<file path="src/rtl/ped_request_pkg.sv">
// Shared definitions for the pedestrian request path: state codes and
// default timing. The state encoding is the one the intersection controller
// assumes for its grant/done contract, so the codes are pinned explicitly.
package ped_request_pkg;

  typedef enum logic [1:0] {
    S_IDLE    = 2'd0,
    S_PENDING = 2'd1,
    S_SERVING = 2'd2,
    S_LOCKOUT = 2'd3
  } ped_state_e;

  localparam int unsigned LOCKOUT_CYC_DEF = 16;
  localparam int unsigned BLINK_HALF_DEF  = 4;
  localparam int unsigned CNT_W_DEF       = 5;

  // True when a grant/done pulse is illegal in the given state.
  // PENDING only objects to done; SERVING only objects to grant.
  function automatic logic proto_violation(ped_state_e st, logic grant, logic done);
    logic bad;
    bad = 1'b0;
    case (st)
      S_IDLE:    bad = grant | done;
      S_PENDING: bad = done;
      S_SERVING: bad = grant;
      S_LOCKOUT: bad = grant | done;
      default:   bad = 1'b0;
    endcase
    return bad;
  endfunction

endpackage

</file>
<file path="src/rtl/ped_request_if.sv">
// Button/controller/lamp bundle for the pedestrian request block.
// slave = the request block, master = whoever drives button and controller pulses.
interface ped_request_if;

  logic buton;      // debounced button level, 1 = pressed
  logic grant;      // 1-clk pulse: pedestrian phase starts
  logic done;       // 1-clk pulse: pedestrian phase ends
  logic req;        // held request to the controller
  logic wait_lamp;  // WAIT indicator drive
  logic proto_err;  // 1-clk pulse on an illegal grant/done

  modport slave (
    input  buton,
    input  grant,
    input  done,
    output req,
    output wait_lamp,
    output proto_err
  );

  modport master (
    output buton,
    output grant,
    output done,
    input  req,
    input  wait_lamp,
    input  proto_err
  );

endinterface

</file>
<file path="src/rtl/ped_request_rise_detect.sv">
// Rising-edge detector for a debounced level. The history register resets
// to 1 so an input already high when reset releases is not seen as a press;
// it has to drop and come back first.
module ped_request_rise_detect (
  input  logic clk,
  input  logic rst,
  input  logic din,
  output logic rise
);

  logic din_q;

  // Track the previous level; reset to "was high".
  always_ff @(posedge clk) begin
    if (rst) din_q <= 1'b1;
    else     din_q <= din;
  end

  assign rise = din & ~din_q;

endmodule

</file>
<file path="src/rtl/ped_request.sv">
// Pedestrian push-button request block. Converts button presses into a held
// request to the intersection controller, releases it on grant, enforces a
// lockout after the phase ends (remembering presses made during it), drives
// the WAIT lamp and flags grant/done pulses that arrive out of turn.
module ped_request
  import ped_request_pkg::*;
#(
  parameter int unsigned LOCKOUT_CYC = LOCKOUT_CYC_DEF,
  parameter int unsigned BLINK_HALF  = BLINK_HALF_DEF,
  parameter int unsigned CNT_W       = CNT_W_DEF
) (
  input  logic          clk,
  input  logic          rst,
  ped_request_if.slave  bus
);

  localparam logic [CNT_W-1:0] LOCK_LOAD = CNT_W'(LOCKOUT_CYC - 1);
  localparam logic [CNT_W-1:0] BLINK_TOP = CNT_W'(2 * BLINK_HALF - 1);
  localparam logic [CNT_W-1:0] BLINK_ON  = CNT_W'(BLINK_HALF);
  localparam logic [CNT_W-1:0] CNT_ONE   = CNT_W'(1);

  logic             rise;
  ped_state_e       state_q, state_d;
  logic             deferred_q, deferred_d;
  logic             req_q, req_d;
  logic             lamp_q, lamp_d;
  logic             err_q, err_d;
  logic [CNT_W-1:0] lock_q, lock_d;
  logic [CNT_W-1:0] blink_q, blink_d;

  ped_request_rise_detect u_rise (
    .clk  (clk),
    .rst  (rst),
    .din  (bus.buton),
    .rise (rise)
  );

  // Next state, deferred-press flag and protocol error.
  always_comb begin
    state_d    = state_q;
    deferred_d = deferred_q;
    err_d      = proto_violation(state_q, bus.grant, bus.done);
    case (state_q)
      S_IDLE: begin
        if (rise) state_d = S_PENDING;
      end
      S_PENDING: begin
        // Grant wins; a done in the same cycle is only reported.
        if (bus.grant) state_d = S_SERVING;
      end
      S_SERVING: begin
        // A press here is dropped, even together with done.
        if (bus.done) state_d = S_LOCKOUT;
      end
      S_LOCKOUT: begin
        if (lock_q == '0) begin
          state_d    = (deferred_q || rise) ? S_PENDING : S_IDLE;
          deferred_d = 1'b0;
        end else if (rise) begin
          deferred_d = 1'b1;
        end
      end
      default: state_d = S_IDLE;
    endcase
  end

  // Lockout countdown (saturating) and blink phase counter.
  always_comb begin
    lock_d  = lock_q;
    blink_d = '0;
    if (state_q == S_SERVING && bus.done) begin
      lock_d = LOCK_LOAD;
    end else if (state_q == S_LOCKOUT && lock_q != '0) begin
      lock_d = lock_q - CNT_ONE;
    end
    // Blink restarts from the "on" half on every entry into PENDING.
    if (state_q == S_PENDING && state_d == S_PENDING) begin
      blink_d = (blink_q == BLINK_TOP) ? '0 : blink_q + CNT_ONE;
    end
  end

  // Output decodes are taken from next state so they land with the state.
  always_comb begin
    req_d  = (state_d == S_PENDING);
    lamp_d = 1'b0;
    if (state_d == S_PENDING)      lamp_d = (blink_d < BLINK_ON);
    else if (state_d == S_LOCKOUT) lamp_d = deferred_d;
  end

  // FSM registers with registered outputs.
  always_ff @(posedge clk) begin
    if (rst) begin
      state_q    <= S_IDLE;
      deferred_q <= 1'b0;
      req_q      <= 1'b0;
      lamp_q     <= 1'b0;
      err_q      <= 1'b0;
    end else begin
      state_q    <= state_d;
      deferred_q <= deferred_d;
      req_q      <= req_d;
      lamp_q     <= lamp_d;
      err_q      <= err_d;
    end
  end

  // Counter registers.
  always_ff @(posedge clk) begin
    if (rst) begin
      lock_q  <= '0;
      blink_q <= '0;
    end else begin
      lock_q  <= lock_d;
      blink_q <= blink_d;
    end
  end

  assign bus.req       = req_q;
  assign bus.wait_lamp = lamp_q;
  assign bus.proto_err = err_q;

endmodule

</file>
<file path="src/flat_wrapper.sv">
// flat-port wrapper written by rule: the top's interface ports become plain ports
module ped_request_flat import ped_request_pkg::*;
#(
  parameter int unsigned LOCKOUT_CYC = LOCKOUT_CYC_DEF,
  parameter int unsigned BLINK_HALF  = BLINK_HALF_DEF,
  parameter int unsigned CNT_W       = CNT_W_DEF
)
  (clk, rst, bus_buton, bus_grant, bus_done, bus_req, bus_wait_lamp, bus_proto_err);
  ped_request_if bus_i ();
  input  logic clk;
  input  logic rst;
  input wire logic [$bits(bus_i.buton)-1:0] bus_buton;
  input wire logic [$bits(bus_i.grant)-1:0] bus_grant;
  input wire logic [$bits(bus_i.done)-1:0] bus_done;
  output wire logic [$bits(bus_i.req)-1:0] bus_req;
  output wire logic [$bits(bus_i.wait_lamp)-1:0] bus_wait_lamp;
  output wire logic [$bits(bus_i.proto_err)-1:0] bus_proto_err;
  assign bus_i.buton = bus_buton;
  assign bus_i.grant = bus_grant;
  assign bus_i.done = bus_done;
  assign bus_req = bus_i.req;
  assign bus_wait_lamp = bus_i.wait_lamp;
  assign bus_proto_err = bus_i.proto_err;
  ped_request #(.LOCKOUT_CYC(LOCKOUT_CYC), .BLINK_HALF(BLINK_HALF), .CNT_W(CNT_W)) u_core (.clk(clk), .rst(rst), .bus(bus_i));
endmodule
</file>
<file path="config.mk">
export PLATFORM = sky130hd
export DESIGN_NAME = ped_request_flat
export DESIGN_NICKNAME = d
export VERILOG_FILES = /design/src/rtl/ped_request_pkg.sv /design/src/rtl/ped_request_if.sv /design/src/rtl/ped_request_rise_detect.sv /design/src/rtl/ped_request.sv /design/src/flat_wrapper.sv
export SDC_FILE = /design/constraint.sdc
export NUM_CORES = 1
export LEC_CHECK = 0
export CORE_ASPECT_RATIO = 0.8
export CORE_MARGIN = 4
export CORE_UTILIZATION = 54
export DETAILED_ROUTE_END_ITERATION = 10
export PLACE_DENSITY = 0.82
export REMOVE_ABC_BUFFERS = 1
export SLEW_MARGIN = 30
export SYNTH_ARGS = -nofsm -noshare
export SYNTH_HDL_FRONTEND = slang
export SYNTH_SLANG_ARGS = --single-unit
</file>
<file path="constraint.sdc">
create_clock -name clk -period 2.2 [get_ports clk]
set_input_delay 0.55 -clock clk [delete_from_list [all_inputs] [get_ports clk]]
set_output_delay 0.55 -clock clk [all_outputs]
set_load 0.005 [all_outputs]
</file>
Yosys cells after proc, flatten, opt, wreduce, memory -nomap -nowiden:

Cells that the tools add are included.

* register bits: 17
* output and inout port bits: 3

* add/sub/neg operators: 2
* order comparisons: 1
* equality and inequality tests: 6
* mux-type cells: 16
* bitwise operators: 3
* reduce and logical (&&, ||, !) cells: 10

Operators with widths (count)
* 5-bit 2-to-1 mux: 2
* 2-bit 2-to-1 mux: 4
* 4-bit 2-to-1 mux: 2
* 2-bit one-hot mux with 4 select lines: 1
* 2-bit equality test, second input constant: 3
* 1-bit 2-to-1 mux: 6
* 5-bit by 1-bit adder with 5-bit output, second input constant: 1
* 5-bit by 3-bit equality test with 1-bit output, second input constant: 1
* 5-bit zero test: 1
* 5-bit by 3-bit < comparator with 1-bit output, second input constant: 1
* 5-bit nonzero test: 1
* 5-bit by 1-bit subtractor with 5-bit output, second input constant: 1
* 2-bit by 1-bit equality test with 1-bit output, second input constant: 2
* 2-bit OR reduction: 2
* 1-bit logical AND: 3
* 1-bit one-hot mux with 3 select lines: 1
* 2-bit zero test: 1
* 2-bit nonzero test: 1
* 1-bit bitwise AND: 1
* 1-bit logical OR: 1
* 1-bit inverter: 1
* 1-bit bitwise OR: 1

Longest topological paths before layout:

* depth after elaboration: 11
* depth in mapped cells: 8

Modules after synthesis:

Synthesis repeated with hierarchy kept, for this count alone.

* cells, all modules: 98
* area, all modules: 897.1 um2

By module, submodules not included
* ped_request: times used 1, cells each 95, area each 864.6 um2, sequential area each 320.3 um2
* ped_request_rise_detect: times used 1, cells each 3, area each 32.5 um2, sequential area each 20.0 um2

Least setup slack after synthesis:

No wires, ideal clock.

* path kind: reg-to-reg
* from: register u_core.state_q[0]
* to: register u_core.lamp_q, in the netlist u_core.bus.wait_lamp
* arrival time: 1.789 ns
* required time: 2.083 ns
* setup slack: 0.295 ns
* cell stages (with the launch flop): 9
* path buffers: 1
* clock period less this slack: 1.905 ns
* cell sequence: dfxtp_1 -> inv_1 -> ha_1 -> clkbuf_1 -> o21ba_2 -> a211o_1 -> or3_1 -> nand4b_1 -> a21oi_1

* word-level cells in the longest chain between the ends: 7
* elaborated cells on any way between the ends: 17

Ends and longest elaborated chain
* start: declaration: RTL line ped_request.sv:23 `ped_state_e state_q, state_d;`
* start signal: assignment: RTL line ped_request.sv:99 `state_q <= state_d;`
* 2-bit equality test (tied with other cells): RTL line ped_request.sv:43 `case (state_q)`
* 2-bit one-hot mux with 4 select lines: RTL line ped_request.sv:43
* 2-bit by 1-bit equality test with 1-bit output: RTL line ped_request.sv:77, ped_request.sv:86
* 1-bit logical AND: RTL line ped_request.sv:77 `if (state_q == S_PENDING && state_d == S_PENDING) begin`
* 5-bit 2-to-1 mux: RTL line ped_request.sv:77
* 5-bit by 3-bit < comparator with 1-bit output: RTL line ped_request.sv:86 `if (state_d == S_PENDING) lamp_d = (blink_d < BLINK_ON);`
* 1-bit 2-to-1 mux (*): RTL line ped_request.sv:86
* end signal: assignment: RTL line ped_request.sv:102 `lamp_q <= lamp_d;`
* end: declaration: RTL line ped_request.sv:26 `logic lamp_q, lamp_d;`

Every way passes the cells marked *; elsewhere a longest branch is shown, timed or not.
A chain may end at the register's enable or synchronous reset.

Final worst setup path:

* from: register u_core.state_q[1]
* to: register u_core.blink_q[2]

* word-level cells in the longest chain between the ends: 5
* elaborated cells on any way between the ends: 12

Ends and longest elaborated chain
* 2-bit equality test (tied with other cells): RTL line ped_request.sv:43
* 2-bit one-hot mux with 4 select lines: RTL line ped_request.sv:43
* 2-bit by 1-bit equality test with 1-bit output: RTL line ped_request.sv:77
* 1-bit logical AND (*): RTL line ped_request.sv:77
* 5-bit 2-to-1 mux (*): RTL line ped_request.sv:77
* end signal: assignment: RTL line ped_request.sv:114 `blink_q <= blink_d;`
* end: declaration: RTL line ped_request.sv:29 `logic [CNT_W-1:0] blink_q, blink_d;`

Marks and branches as above.

==> flow_metrics.py <==
metrics = {
    "placed_design": {
        "dp_cells": 126,
        "place_congestion": 0.821,
        "io_buffers": 7,
        "hpwl_um": 1380,
    },
    "clocking": {
        "cts_setup_buffers": 0,
        "clock_sinks": 17,
        "cts_resized": 0,
        "cts_made_buffers": 3,
        "cts_tree": "done",
        "insertion_delay_ns": 0.29,
        "hold_buffers": 0,
        "clkTransAtPathRegs_ns": 0.09,
        "cts_root_buf": "clkbuf_4",
        "cts-htree-levels": 1,
        "cts.path.max_buffers": 2,
    },
    "sta": {
        "slew_headroom_pct": 73.3,
        "fin_skew_ns": 0.00109,
        "finalSetupViolCount": 0,
        "hold_viol": 0,
        "fmax_ghz": 0.493,
        "period_share_pct": 92.1,
        "rsz0062_at_grt": "no",
        "worstMarginPinSlew_ns": 0.395,
        "slew_violations": 0,
        "finalCriticalPeriod_ns": 2.03,
        "hold_slack_ns": 0.561,
    },
    "die": {
        "coreArea_um2": 1470,
        "die_x_um": 53.6,
        "die-area_um2": 2390,
        "fp-row-count": 12,
        "ios": 8,
        "initial_utilization_pct": 61.1,
        "die_h_um": 44.5,
    },
    "worst_setup_path": {
        "cpLargestDelayFamily": "compound AO/OA/AOI/OAI gates",
        "crit_path_max_incr_delay_ns": 0.49,
        "path_class": "flop to flop",
        "cp_max_fo": 9,
        "slowest_stage": "dfxtp_1",
        "path_cells": "ha_1 -> a21oi_1 -> a2bb2oi_1 -> o22a_2 -> or2_2 -> nor3_1",
        "crit_arrival_ns": 2.24,
        "cp-end-kind": "flop",
        "cp.buffers_inverters": 0,
        "crit_required_ns": 2.42,
        "start_kind": "flop",
    },
    "finish": {
        "fin_cells": 130,
        "insertedDiodeCount": 0,
        "final_nets": 122,
        "layout_commonest_cell": "dfxtp_1",
        "syn2layout_area_growth_pct": 17.8,
        "layout_common_cells": "dfxtp_1, a21oi_1, inv_1",
        "drive_above_1_share_pct": 16.5,
    },
    "logic_synthesis": {
        "syn_area_per_cell_um2": 9.37,
        "yosysTopAreaCell": "dfxtp_1",
        "synthTopCellsByArea": "dfxtp_1, ha_1, a21oi_1, xnor2_1, xor2_1",
        "synth_cells": 96,
        "syn-cell-area_um2": 900,
        "async_reset_ff_share_pct": 0,
        "ys_types": 35,
        "synth-seq-area-share_pct": 37.8,
        "ys_ff_latch": 17,
        "synthFlopType": "dfxtp_1",
        "yosysWarningCount": 0,
        "synth-edff-count": 0,
        "synthDominantCellAreaShare_pct": 37.8,
    },
    "power_and_ir_drop": {
        "vdd_drop_max_v": 0.000454,
        "p_per_area_nw_per_um2": 510,
        "leakage_uw": 0.000397,
    },
    "global_route": {
        "antenna_found_initial": 0,
        "grt_pass1_wl_um": 3160,
        "grt_use_total_pct": 18.3,
        "first_global_vias": 714,
        "grt_max_degree": 10,
        "grt_overflow": 0,
    },
    "detailed_routing": {
        "wire_per_inst_um": 13.4,
        "wirelength_um": 1740,
        "vias": 729,
        "vias_per_cell": 5.61,
        "first_pass_iters": 4,
        "drt_iter0_drc": 35,
        "drc_errors": 0,
        "antenna_left": 0,
    },
    "job": {
        "maxCapViolCount": 0,
    },
    "run_status": {
        "status": "finished, final reports clean",
    },
    "hold_path": {
        "hp-class": "flop to flop",
    },
}
-- stage by stage --
stage / setup TNS, ns / area, um2 / utilization (%) / setup slack (ns) / total power [uW]
2_1_floorplan: 0 / 892 / - / 0.327 / 351
3_3_place_gp: -0.0101 / 1020 / 69.2 / -0.0101 / 380
3_5_place_dp: 0 / 1020 / 69.2 / 0.0182 / 381
4_1_cts: 0 / 1040 / 71.0 / 0.166 / 546
5_1_grt: 0 / 1060 / 72.0 / 0.0184 / 570
6_report: 0 / 1060 / 72.0 / 0.173 / 540
-- worst min-delay path: stages, from the launching register on --
cell and delay (ns):
dfxtp_1 0.33, a21oi_1 0.12, a21oi_1 0.07
-- cell usage after synthesis (all sizes together), types with 2 or more instances --
master / instances
nor2: 4
or3: 2
nor3: 5
a21oi: 9
xor2: 4
xnor2: 4
ha: 7
clkbuf: 2
or2: 2
a221oi: 3
nand3: 3
inv: 8
a211oi: 2
nand2: 6
dfxtp: 17
-- final timing paths --
check | slack [ns] | endpoint | depth (start not counted) | start
max reg2reg | 0.17 | u_core.blink_q[2]$_SDFF_PP0_ | 6 | u_core.state_q[1]$_SDFF_PP0_
min | 0.56 | u_core.lock_q[1]$_SDFFE_PP0P_ | 2 | u_core.lock_q[1]$_SDFFE_PP0P_
min reg2reg | 0.56 | u_core.lock_q[1]$_SDFFE_PP0P_ | 2 | u_core.lock_q[1]$_SDFFE_PP0P_
max | 0.17 | u_core.blink_q[2]$_SDFF_PP0_ | 6 | u_core.state_q[1]$_SDFF_PP0_
-- area by class of cell --
| class | instances | area [um2] |
|---|---|---|
| Sequential cell | 17 | 340 |
| Fill cell | 130 | 412 |
| Timing Repair Buffer | 11 | 100 |
| Multi-Input combinational cell | 69 | 537 |
| Tap cell | 21 | 26.3 |
| Inverter | 8 | 30.0 |
| Clock buffer | 4 | 26.3 |
-- cells by family (layout without fill, tap and decap cells) --
| kind of cell | after synthesis | count (layout) | share of synthesized area [%] |
|---|---|---|---|
| simple gates | 30 | 30 | 19.5 |
| flops | 17 | 17 | 37.8 |
| fa+ha+maj | 7 | 7 | 9.74 |
| buf+inv | 10 | 23 | 4.17 |
| xor+xnor | 8 | 8 | 7.79 |
| compound gates | 24 | 24 | 21.0 |
-- layer usage --
layer  share of wire, %  vias to the layer above  wire length [um]  track usage, %
met5                  0                        -                 0               0
met4               0.63                        0                11            3.06
met3                5.5                        2                96            7.07
met2                 40                       19               689            26.2
met1                 54                      333               942            26.1
li1                   -                      375                 -               -
-- report_power, final --
part	switching [uW]	total, uW	leakage (uW)	internal [uW]
combinational	28.9	61.4	0.000244	32.5
sequential	2.40	316	0.000138	313
clock	92.9	163	0.0000150	70.5
-- registers in the layout (all words and copies together) (netlist names) --
name,flops
u_core.blink_q,5
u_core.lock_q,5
u_core.state_q,2
u_core.bus.proto_err,1
u_core.bus.req,1
u_core.bus.wait_lamp,1
u_core.deferred_q,1
u_core.u_rise.din_q,1
(Power assumes the default switching activity.)
